==> config.mk <==
export PLATFORM = sky130hd
export DESIGN_NAME = four_digit_led_driver
export DESIGN_NICKNAME = d
export VERILOG_FILES = /design/src/rtl/four_digit_led_driver_pkg.sv /design/src/rtl/four_digit_led_driver_if.sv /design/src/rtl/four_digit_led_driver_decoder.sv /design/src/rtl/four_digit_led_driver.sv
export SDC_FILE = /design/constraint.sdc
export NUM_CORES = 1
export LEC_CHECK = 0
export CAP_MARGIN = 20
export CORE_UTILIZATION = 50
export CTS_BUF_LIST = sky130_fd_sc_hd__clkbuf_2
export DETAILED_ROUTE_END_ITERATION = 8
export GPL_TIMING_DRIVEN = 1
export PLACE_DENSITY = 0.78
export SETUP_SLACK_MARGIN = 0.1
export SYNTH_ARGS = -nofsm -noshare
export SYNTH_HDL_FRONTEND = slang
export SYNTH_SLANG_ARGS = --single-unit
==> constraint.sdc <==
create_clock -name clk -period 5.7 [get_ports clk]
set_input_delay 0.855 -clock clk [delete_from_list [all_inputs] [get_ports clk]]
set_output_delay 0.855 -clock clk [all_outputs]
set_load 0.01 [all_outputs]
==> src/rtl/four_digit_led_driver_pkg.sv <==
// Shared constants for the four-digit LED driver: active-low segment patterns
// (bit 6 = a ... bit 0 = g), anode-off value, refresh phase encoding.
package four_digit_led_driver_pkg;

    localparam logic [6:0] SEG_0     = 7'b0000001;
    localparam logic [6:0] SEG_1     = 7'b1001111;
    localparam logic [6:0] SEG_2     = 7'b0010010;
    localparam logic [6:0] SEG_3     = 7'b0000110;
    localparam logic [6:0] SEG_4     = 7'b1001100;
    localparam logic [6:0] SEG_5     = 7'b0100100;
    localparam logic [6:0] SEG_6     = 7'b0100000;
    localparam logic [6:0] SEG_7     = 7'b0001111;
    localparam logic [6:0] SEG_8     = 7'b0000000;
    localparam logic [6:0] SEG_9     = 7'b0000100;
    localparam logic [6:0] SEG_A     = 7'b0001000;
    localparam logic [6:0] SEG_B     = 7'b1100000;
    localparam logic [6:0] SEG_C     = 7'b0110001;
    localparam logic [6:0] SEG_D     = 7'b1000010;
    localparam logic [6:0] SEG_E     = 7'b0110000;
    localparam logic [6:0] SEG_F     = 7'b0111000;
    localparam logic [6:0] SEG_BLANK = 7'h7F;

    localparam logic [3:0] AN_OFF    = 4'hF;

    // Low two bits of the step counter: where we are inside one digit's slot.
    typedef enum logic [1:0] {
        PH_HOLD  = 2'd0,
        PH_ON_B  = 2'd1,
        PH_ON_A  = 2'd2,
        PH_SETUP = 2'd3
    } phase_e;

    function automatic logic [3:0] anode_on(input logic [1:0] digit);
        return ~(4'b0001 << digit);
    endfunction

endpackage

==> src/rtl/four_digit_led_driver_if.sv <==
// Nibble-in / segments-out link between the digit mux and the hex decoder.
interface four_digit_led_driver_if;
    logic [3:0] nibble;
    logic [6:0] seg;

    modport master (output nibble, input seg);
    modport slave  (input nibble, output seg);
endinterface

==> src/rtl/four_digit_led_driver_decoder.sv <==
// Combinational hex nibble to active-low abcdefg segment decoder.
module led_decoder
    import four_digit_led_driver_pkg::*;
(
    four_digit_led_driver_if.slave dec
);

    always_comb begin
        dec.seg = SEG_BLANK;
        case (dec.nibble)
            4'h0: dec.seg = SEG_0;
            4'h1: dec.seg = SEG_1;
            4'h2: dec.seg = SEG_2;
            4'h3: dec.seg = SEG_3;
            4'h4: dec.seg = SEG_4;
            4'h5: dec.seg = SEG_5;
            4'h6: dec.seg = SEG_6;
            4'h7: dec.seg = SEG_7;
            4'h8: dec.seg = SEG_8;
            4'h9: dec.seg = SEG_9;
            4'hA: dec.seg = SEG_A;
            4'hB: dec.seg = SEG_B;
            4'hC: dec.seg = SEG_C;
            4'hD: dec.seg = SEG_D;
            4'hE: dec.seg = SEG_E;
            4'hF: dec.seg = SEG_F;
            default: dec.seg = SEG_BLANK;
        endcase
    end

endmodule

==> src/rtl/four_digit_led_driver.sv <==
// Time-multiplexed 4-digit common-anode display driver with blanking gaps
// around every anode pulse; anodes and segments are registered.
module four_digit_led_driver
    import four_digit_led_driver_pkg::*;
#(
    parameter int DIV_WIDTH = 1
) (
    input  logic        clk,
    input  logic        reset,
    input  logic [15:0] word,
    output logic        an3,
    output logic        an2,
    output logic        an1,
    output logic        an0,
    output logic        a,
    output logic        b,
    output logic        c,
    output logic        d,
    output logic        e,
    output logic        f,
    output logic        g
);

    logic [DIV_WIDTH-1:0] presc_q, presc_d;
    logic [3:0]           step_q, step_d;
    logic [3:0]           an_q, an_d;
    logic [6:0]           seg_q, seg_d;
    logic                 tick;
    logic [1:0]           digit;
    phase_e               phase;
    logic [3:0]           nibble;

    four_digit_led_driver_if dec_if ();

    led_decoder u_decoder (
        .dec (dec_if.slave)
    );

    assign dec_if.nibble = nibble;

    always_ff @(posedge clk or negedge reset) begin
        if (!reset) begin
            presc_q <= '0;
            step_q  <= 4'hF;
            an_q    <= AN_OFF;
            seg_q   <= SEG_BLANK;
        end else begin
            presc_q <= presc_d;
            step_q  <= step_d;
            an_q    <= an_d;
            seg_q   <= seg_d;
        end
    end

    always_comb begin
        tick    = &presc_q;
        presc_d = presc_q + 1'b1;
        step_d  = tick ? step_q - 4'd1 : step_q;
    end

    // Outputs follow the step being entered; every step starts with all
    // anodes off, so two digits can never be lit on the same cycle.
    always_comb begin
        digit  = step_d[3:2];
        phase  = phase_e'(step_d[1:0]);
        nibble = word[{digit, 2'b00} +: 4];
        an_d   = an_q;
        seg_d  = seg_q;
        if (tick) begin
            an_d = AN_OFF;
            if (phase == PH_SETUP) begin
                seg_d = dec_if.seg;
            end else if (phase == PH_ON_A || phase == PH_ON_B) begin
                an_d = anode_on(digit);
            end
        end
    end

    assign {an3, an2, an1, an0}  = an_q;
    assign {a, b, c, d, e, f, g} = seg_q;

endmodule

; ---- Word level (Yosys, flattened, before mapping)
; Memories as Yosys holds them, arrays and structs flattened. A register that Yosys moved wholly into a read port is not among the register bits.
; Cells that the tools add are included.
[classes]
add_sub_neg = 2
n_eq_ne = 3
n_shift = 2
mux = 3
n_bitwise = 1
reduce_logical = 3
[op_table]
columns = cell, n
row1 = 16-bit by 5-bit variable part select with 4-bit output, 1
row2 = 4-bit two-way mux, 3
row3 = "2-bit equality test, second input constant", 2
row4 = 4-bit inverter, 1
row5 = "1-bit by 2-bit left shift with 4-bit output, first input constant", 1
row6 = "4-bit by 1-bit subtractor with 4-bit output, second input constant", 1
row7 = "2-bit by 1-bit equality test with 1-bit output, second input constant", 1
row8 = 2-bit AND reduction, 1
row9 = "1-bit adder, second input constant", 1
row10 = 1-bit zero test, 1
row11 = 1-bit logical OR, 1
[word_totals]
reg_bits = 9
rom_bits = 112
output_inout_bits = 11
wordCells = 18
n_memories = 1
[memory_table]
columns = name, depth, width, read_ports, rd_clocked_by_memory_dff, write_ports, line
row1 = (no name shown), 16, 7, 1, 1, 0, four_digit_led_driver_decoder.sv:10  ; case (dec.nibble)

; ---- Longest topological paths before layout
[depth]
ltp_word = 6
depth_mapped = 13

; ---- Cells and area by module
; Synthesis repeated with hierarchy kept, for this count alone.
[unflattened]
hier_cells = 87
area_unflattened_um2 = 1004.7
[modules_own_cells]
columns = mod, instances, cells_each, area_per_inst_um2
row1 = four_digit_led_driver, 1, 52, 757.0
row2 = led_decoder, 1, 35, 247.7

; ---- Least setup slack after synthesis
; No wires, ideal clock.
[synth_path]
path_kind = register -> register
from = register step_q[0]
to = register seg_q[3]
setup_ps = 94
t_arrival_ps = 3054
required_time_ps = 5606
slack_ps = 2551
path_stages_with_launch = 13
path_buffers = 2
cell_sequence = dfstp_2 > inv_1 > ha_1 > nand3b_1 > and2_1 > clkbuf_1 > buf_1 > mux4_2 > ha_1 > inv_1 > o31ai_1 > a211oi_1 > a311oi_1
[synth_between]
elab_chain_len = 4
word_cells_on_any_way = 5
classes_between = 1 x add/sub / 1 x eq/ne / 1 x shift / 1 x mux / 1 x reduce/logical
[synth_lines]
columns = item, line
row1 = "start, declared", four_digit_led_driver.sv:25  ; logic [3:0] step_q, step_d;
row2 = "start signal, assigned", four_digit_led_driver.sv:49  ; step_q <= step_d;
row3 = 4-bit by 1-bit subtractor with 4-bit output, four_digit_led_driver.sv:58  ; step_d = tick ? step_q - 4'd1 : step_q;
row4 = 4-bit two-way mux *, four_digit_led_driver.sv:58
row5 = branches (longest 2 deep; another with 16-bit by 5-bit variable part select with 4-bit output), n/a
row6 = "end, declared", four_digit_led_driver.sv:27  ; logic [6:0] seg_q, seg_d;
; Every way passes the cells marked *.
; A chain may end at the register's enable or synchronous reset.

; ---- Worst setup path in the final report
; Ends and elaborated chain as after synthesis.

==> summary.txt <==
Yosys
  • Synth cell count leaders: 16 x nor2_1, 15 x dfstp_2, 14 x inv_1
  • EDFF count, synth: 0
  • Post-Syn Area: 1440 µm²
  • Post-synthesis register bit count: 16
  • Cells after Synth: 156
  • Yosys warnings: 0
  • Mapped Avg Cell Area: 9.20 µm²
  • Yosys top cell area share: 27.5%
  • Largest cells by area after synthesis: dfstp_2 27%, ha_1 7.0%, mux4_2 6.3%
  • Fraction of registers with async set/reset: 100%
  • Commonest register cell after synthesis: dfstp_2
  • Sequential-to-total area share from yosys stat: 29.2%
  • Distinct cells, synth: 46
  • Syn nets: 182
  • Most common cell in the netlist: nor2_1
  • Area leader, netlist: dfstp_2

Worst setup path
  • Arrival @ worst endpoint: 3.48 ns
  • Crit-path cells: inv_1 -> ha_1 -> nand3b_1 -> and2_1 -> mux4_2 -> inv_1 -> ha_1 -> inv_1 -> o31ai_1 -> a211oi_1 -> a311oi_1
  • Critical-path maximum fanout: 16
  • Slowest cell delay on critical path: 0.64 ns
  • CP required: 5.90 ns
  • Worst setup SP type: register
  • CP delay by family, top: simple AND/OR/NAND/NOR gates
  • CP bufs+invs: 3
  • Critical path class: register to register
  • Critical path's most frequent cell: inv_1
  • Crit-path slowest cell: mux4_2
  • Crit end category: register

Layout
  • Area growth from synthesis to layout: 21.1%
  • Ant. Diodes: 0
  • Storage cell area: 419 µm²
  • Fin util: 63.6%
  • FILL cells: 240
  • Area of the multi-input gates: 922 µm²
  • Fin nets: 207
  • Fraction of layout cells with a size suffix above 1: 16.1%

STA
  • Skew final: 0.0118 ns
  • Final Critical Period: 3.29 ns
  • Setup TNS Final: 0 ns
  • Actual slew at the worst max-slew pin: 0.906 ns
  • FMAX: 304 MHz
  • Fin crit share: 57.6%
  • Final slew viol count: 0
  • Fin. Hold Viols: 0
  • # setup viols final: 0
  • Slew HR: 39.3%
  • RSZ-0062 raised after global routing: false

Detailed routing
  • ANT nets after route: 0
  • First-pass DRT Iterations: 4
  • Routed vias/inst: 5.95
  • WL final: 3.39 mm
  • Drc violations: 0
  • Routed vias: 1,256
  • Wire per inst: 16.1 µm
  • DR iter-0 viols: 35

Global route
  • Largest net degree at the start of global routing: 19
  • Total gr overflow: 0
  • First-pass GRT wire length: 5.93 mm
  • Initial antenna violation count: 0
  • All-Layer GR Usage: 24.2%
  • Vias in the first global route: 1,270

Clock network
  • CTS buffer count: 3
  • Buffer count from post-CTS setup fixing: 0
  • CTS tree: built
  • Post-cts repair resize count: 0
  • Clk sinks: 16
  • Root buffer cell: clkbuf_2
  • Clk slew on worst S/H paths: 0.16 ns
  • Worst-skew pair later-pin latency: 0.29 ns
  • Post-CTS Hold Buffers: 0
  • Clock buffer depth: 2
  • H-tree depth: 1

Pwr
  • Combinational power share: 26.7%
  • Final Power: 239 µW
  • Sw Pwr: 67.2 µW
  • Sequential power share: 52.0%
  • Switching part of the total: 28.2%
  • Maximum VDD drop: 127 µV
  • Leak Pwr: 0.000707 µW
  • Cell Int Power: 171 µW
  • Pwr dens: 137 nW/µm²
  • Clock Power Share: 21.3%

Die
  • Die Y-Extent: 55.6 µm
  • Top-level I/O count: 29
  • Initial Util: 52.5%
  • Area of the die: 3090 µm²
  • Die width: 55.6 µm
  • Row count: 19
  • Placeable Area: 2730 µm²

Min path
  • Hold Path Class: register to register

Outcome
  • Status: finished, final reports clean

Place
  • Port Buffers: 28
  • Placer congestion estimate: 0.879
  • Hpwl dp: 2.72 mm

Flow run
  • Max Cap Viol: 0
[through the flow]
step / hold slack [ns] / instances / area (µm²) / worst slack [ns]
2_1_floorplan: 0.478 / 156 / 1440 / 2.55
3_3_place_gp: 0.465 / 207 / 1720 / 2.59
3_5_place_dp: 0.470 / 207 / 1720 / 2.45
4_1_cts: 0.491 / 211 / 1740 / 2.41
5_1_grt: 0.533 / 211 / 1740 / 2.19
6_report: 0.490 / 211 / 1740 / 2.41
[cells in the final DEF (no fill, tap or decap), types with 4 or more instances in the layout]
cell type,count
nand3_1,7
nor2_1,16
inv_1,14
mux4_2,4
dfstp_2,15
mux2i_1,8
nand2_1,5
and2_1,6
a311oi_1,6
a41oi_1,4
xor2_1,5
clkdlybuf4s50_1,28
nor3_1,4
nor2b_1,4
ha_1,8
[worst paths after layout]
check	startpoint	end	slack, ns	cells past startpoint
worst max-delay path	step_q[0]	seg_q[3]	2.41	11
worst min-delay path	seg_q[6]	seg_q[6]	0.49	2
worst max register to register	step_q[0]	seg_q[3]	2.41	11
worst min register to register	seg_q[6]	seg_q[6]	0.49	2
max in group asynchronous	reset	presc_q	4.33	1
min in group asynchronous	reset	presc_q	0.95	1
[kinds of logic (layout without fill, tap and decap cells)]
group | after synthesis | after routing | share of synthesized area [%]
buf+inv | 23 | 47 | 6.54
fa+ha+maj | 8 | 8 | 6.97
mux | 12 | 12 | 11.9
xor+xnor | 6 | 6 | 4.18
flops | 16 | 16 | 29.2
simple gates | 57 | 57 | 22.0
compound gates | 34 | 34 | 19.3
[tightest hold or removal path, delay by kind of cell, from the launching register on]
family           cells  cell delay (ns)
flip-flops           1             0.40
AO/OA/AOI/OAI        1             0.06
AND/OR/NAND/NOR      1             0.05
[layout make-up]
type	count	area share, %
clock inverters	1	0.216
inverters	15	3.38
well taps	31	2.23
clock buffers	3	0.864
flip-flops and latches	16	24.1
multi-input cells	117	53.1
repair buffers	28	16.1
[sequential cells by signal, indices dropped and copies added (netlist names)]
| name | flops |
|---|---|
| seg_q | 7 |
| presc_q | 1 |
| step_q | 4 |
| an_q | 4 |
[power groups by stage]
stage / registers (µW) / logic, µW / clock network (µW)
finish: 124 / 63.6 / 50.9
global route: 125 / 69.6 / 60.6
CTS: 124 / 63.6 / 54.9
detailed placement: 126 / 63.4 / 0
global placement: 126 / 62.4 / 0
floorplan: 128 / 27.2 / 0
[routing by layer]
metal | part of all wire (%) | wire length (µm) | track usage, % | up-vias
met4 | 2.0 | 68 | 10.0 | 0
met1 | 46 | 1550 | 31.7 | 583
met5 | 0 | 0 | 0 | -
met2 | 48 | 1620 | 39.6 | 42
met3 | 4.3 | 146 | 4.42 | 8
li1 | - | - | - | 623
No activity file was read; power rests on OpenSTA's default activity.
==> RTL edit, RTL diff (config.mk and constraints unchanged) <==
Add an input register stage for `word`, cleared by the reset; this delays it by one clock.
--- a/src/rtl/four_digit_led_driver.sv
+++ b/src/rtl/four_digit_led_driver.sv
@@ -21,4 +21,14 @@
     output logic        g
 );
+
+    logic [15:0] word_q;
+
+    always_ff @(posedge clk or negedge reset) begin
+        if (!reset) begin
+            word_q <= '0;
+        end else begin
+            word_q <= word;
+        end
+    end
 
     logic [DIV_WIDTH-1:0] presc_q, presc_d;
@@ -64,5 +74,5 @@
         digit  = step_d[3:2];
         phase  = phase_e'(step_d[1:0]);
-        nibble = word[{digit, 2'b00} +: 4];
+        nibble = word_q[{digit, 2'b00} +: 4];
         an_d   = an_q;
         seg_d  = seg_q;
Formal check against the unedited RTL: not equivalent (Yosys sat finds a counterexample within 10 cycles, from zero or initial values and one cycle with reset low).
==> RTL edit against the original RTL <==
Design area is 19% higher; worst setup slack better by 78 ps; wire length is 1.5% higher; sequential cell count is 16 higher; synthesized area is 19% higher; clock skew is 11 ps higher; total power is 72% higher; non-clock buffer count is 1 higher; sequential power is 100% higher; largest power group unchanged.
==> RTL edit: results (changes against the original RTL) <==
The number of H-tree branching levels is 2 (was 1). Biggest regs: word_q: 16 flops, seg_q: 7 flops (was seg_q: 7 flops, an_q: 4 flops, step_q: 4 flops). The share of the yosys chip area belonging to registers came out at 47.81% (was 29.21%). The flow ran to the end, and the final reports show no timing, DRC or antenna violations. The length of routed met3 wiring was 173 um (was 146 um); the clock-net power was 0.106 mW (was 0.0509 mW). The non-clock buffer contribution to total cell area works out to 13.91% (was 16.13%). The tools report the number of buffers created by CTS as 5 (was 3). Capturing point of the worst reg2reg path: seg_q[1]$_DFFE_PN1P_ (was seg_q[3]$_DFFE_PN1P_). The tools report the HPWL after detailed placement as 2649 um (was 2718 um). The count of unique library cells instantiated by Yosys came out at 43 (was 46).

Most frequent cells after synthesis: 17 x dfrtp_1, 15 x dfstp_2, 11 x nand2_1, 11 x nand3_1, 10 x inv_1 (was 16 x nor2_1, 15 x dfstp_2, 14 x inv_1, 8 x ha_1, 8 x mux2i_1). Count of buffers not belonging to the clock network in the layout: 29 (was 28). The reg-to-reg critical path startpoint is presc_q$_DFF_PN0_ (was step_q[0]$_DFF_PN1_).

The minimum setup slack in the final design is 2492 ps (was 2414 ps), and the average detailed-routed wire length per instance is 15.21 um (was 16.06 um). The clock tree cell share of total cell area is 1.936% (was 1.080%), and the proportion of synthesized area in mux cells is 9.854% (was 11.86%). The tools report the number of optimization iterations in the first detailed-route pass as 5 (was 4).

The final instance area was 2068 um2 (was 1738 um2). The tools report the instance count of the mapped netlist as 152 (was 156). The non-clock inverter count in the final layout is 12 (was 15), and the part of the total power dissipated in combinational logic is 13.3% (was 26.7%). The post-synthesis share of cell area spent on xor and xnor gates works out to 4.672% (was 4.185%). The logs give 5740 um (was 5934 um) for the first-pass GRT wire length and 2028 um2 (was 1719 um2) for the total placed instance area. The global-route met2 utilization is 35.95% (was 39.59%), and the worst endpoint data arrival time is 3500 ps (was 3480 ps). Met2 wirelength from detailed routing: 1687 um (was 1622 um).

The run gives 263 (was 240) as the total of fill cells in the finished design. The worst slack at placement came out at 2555 ps (was 2450 ps). The synthesized net count is 178 (was 182). Number of DRC markers in iteration 0: 99 (was 35).

The run gives 0.1297 mV (was 0.1266 mV) as the worst IR drop on VDD. Max-slew headroom at the worst pin: 44.95% (was 39.28%). Area contributors post-synth: dfrtp_1 25%, dfstp_2 23%, mux4_2 6.6%, ha_1 5.8%, nand3_1 3.2% (was dfstp_2 27%, ha_1 7.0%, mux4_2 6.3%, mux2i_1 5.6%, nor2_1 4.2%). The logs give 360 ps (was 290 ps) for the clock latency on the worst-skew pair and 218 (was 207) for the total placed cells including tap cells.

The critical-path cell with the highest stage delay is xnor2_1 (was mux4_2). For the leakage power, the log shows 0.8416 nW (was 0.7071 nW).
[RTL edit: changes by cell type in the layout (fill, tap and decap cells not counted), moves of 4 or more]
cell / delta
nor2_1: -8
inv_1: -4
and2_1: -5
nand2_1: +6
clkbuf_2: +4
mux2i_1: -5
nand3_1: +4
dfrtp_1: +16
[RTL edit: worst min path at each step]
stage | slack (ps) | start | to | cells after the start
after floorplan | 480 | seg_q[6]$_DFFE_PN1P_ | seg_q[6]$_DFFE_PN1P_ | 2
after global placement | 460 | seg_q[6]$_DFFE_PN1P_ | seg_q[6]$_DFFE_PN1P_ | 2
after detailed placement | 460 | seg_q[6]$_DFFE_PN1P_ | seg_q[6]$_DFFE_PN1P_ | 2
after CTS | 480 | seg_q[6]$_DFFE_PN1P_ | seg_q[6]$_DFFE_PN1P_ | 2
after global routing | 530 | an_q[3]$_DFFE_PN1P_ | an_q[3]$_DFFE_PN1P_ | 2
final | 480 | seg_q[6]$_DFFE_PN1P_ | seg_q[6]$_DFFE_PN1P_ | 2
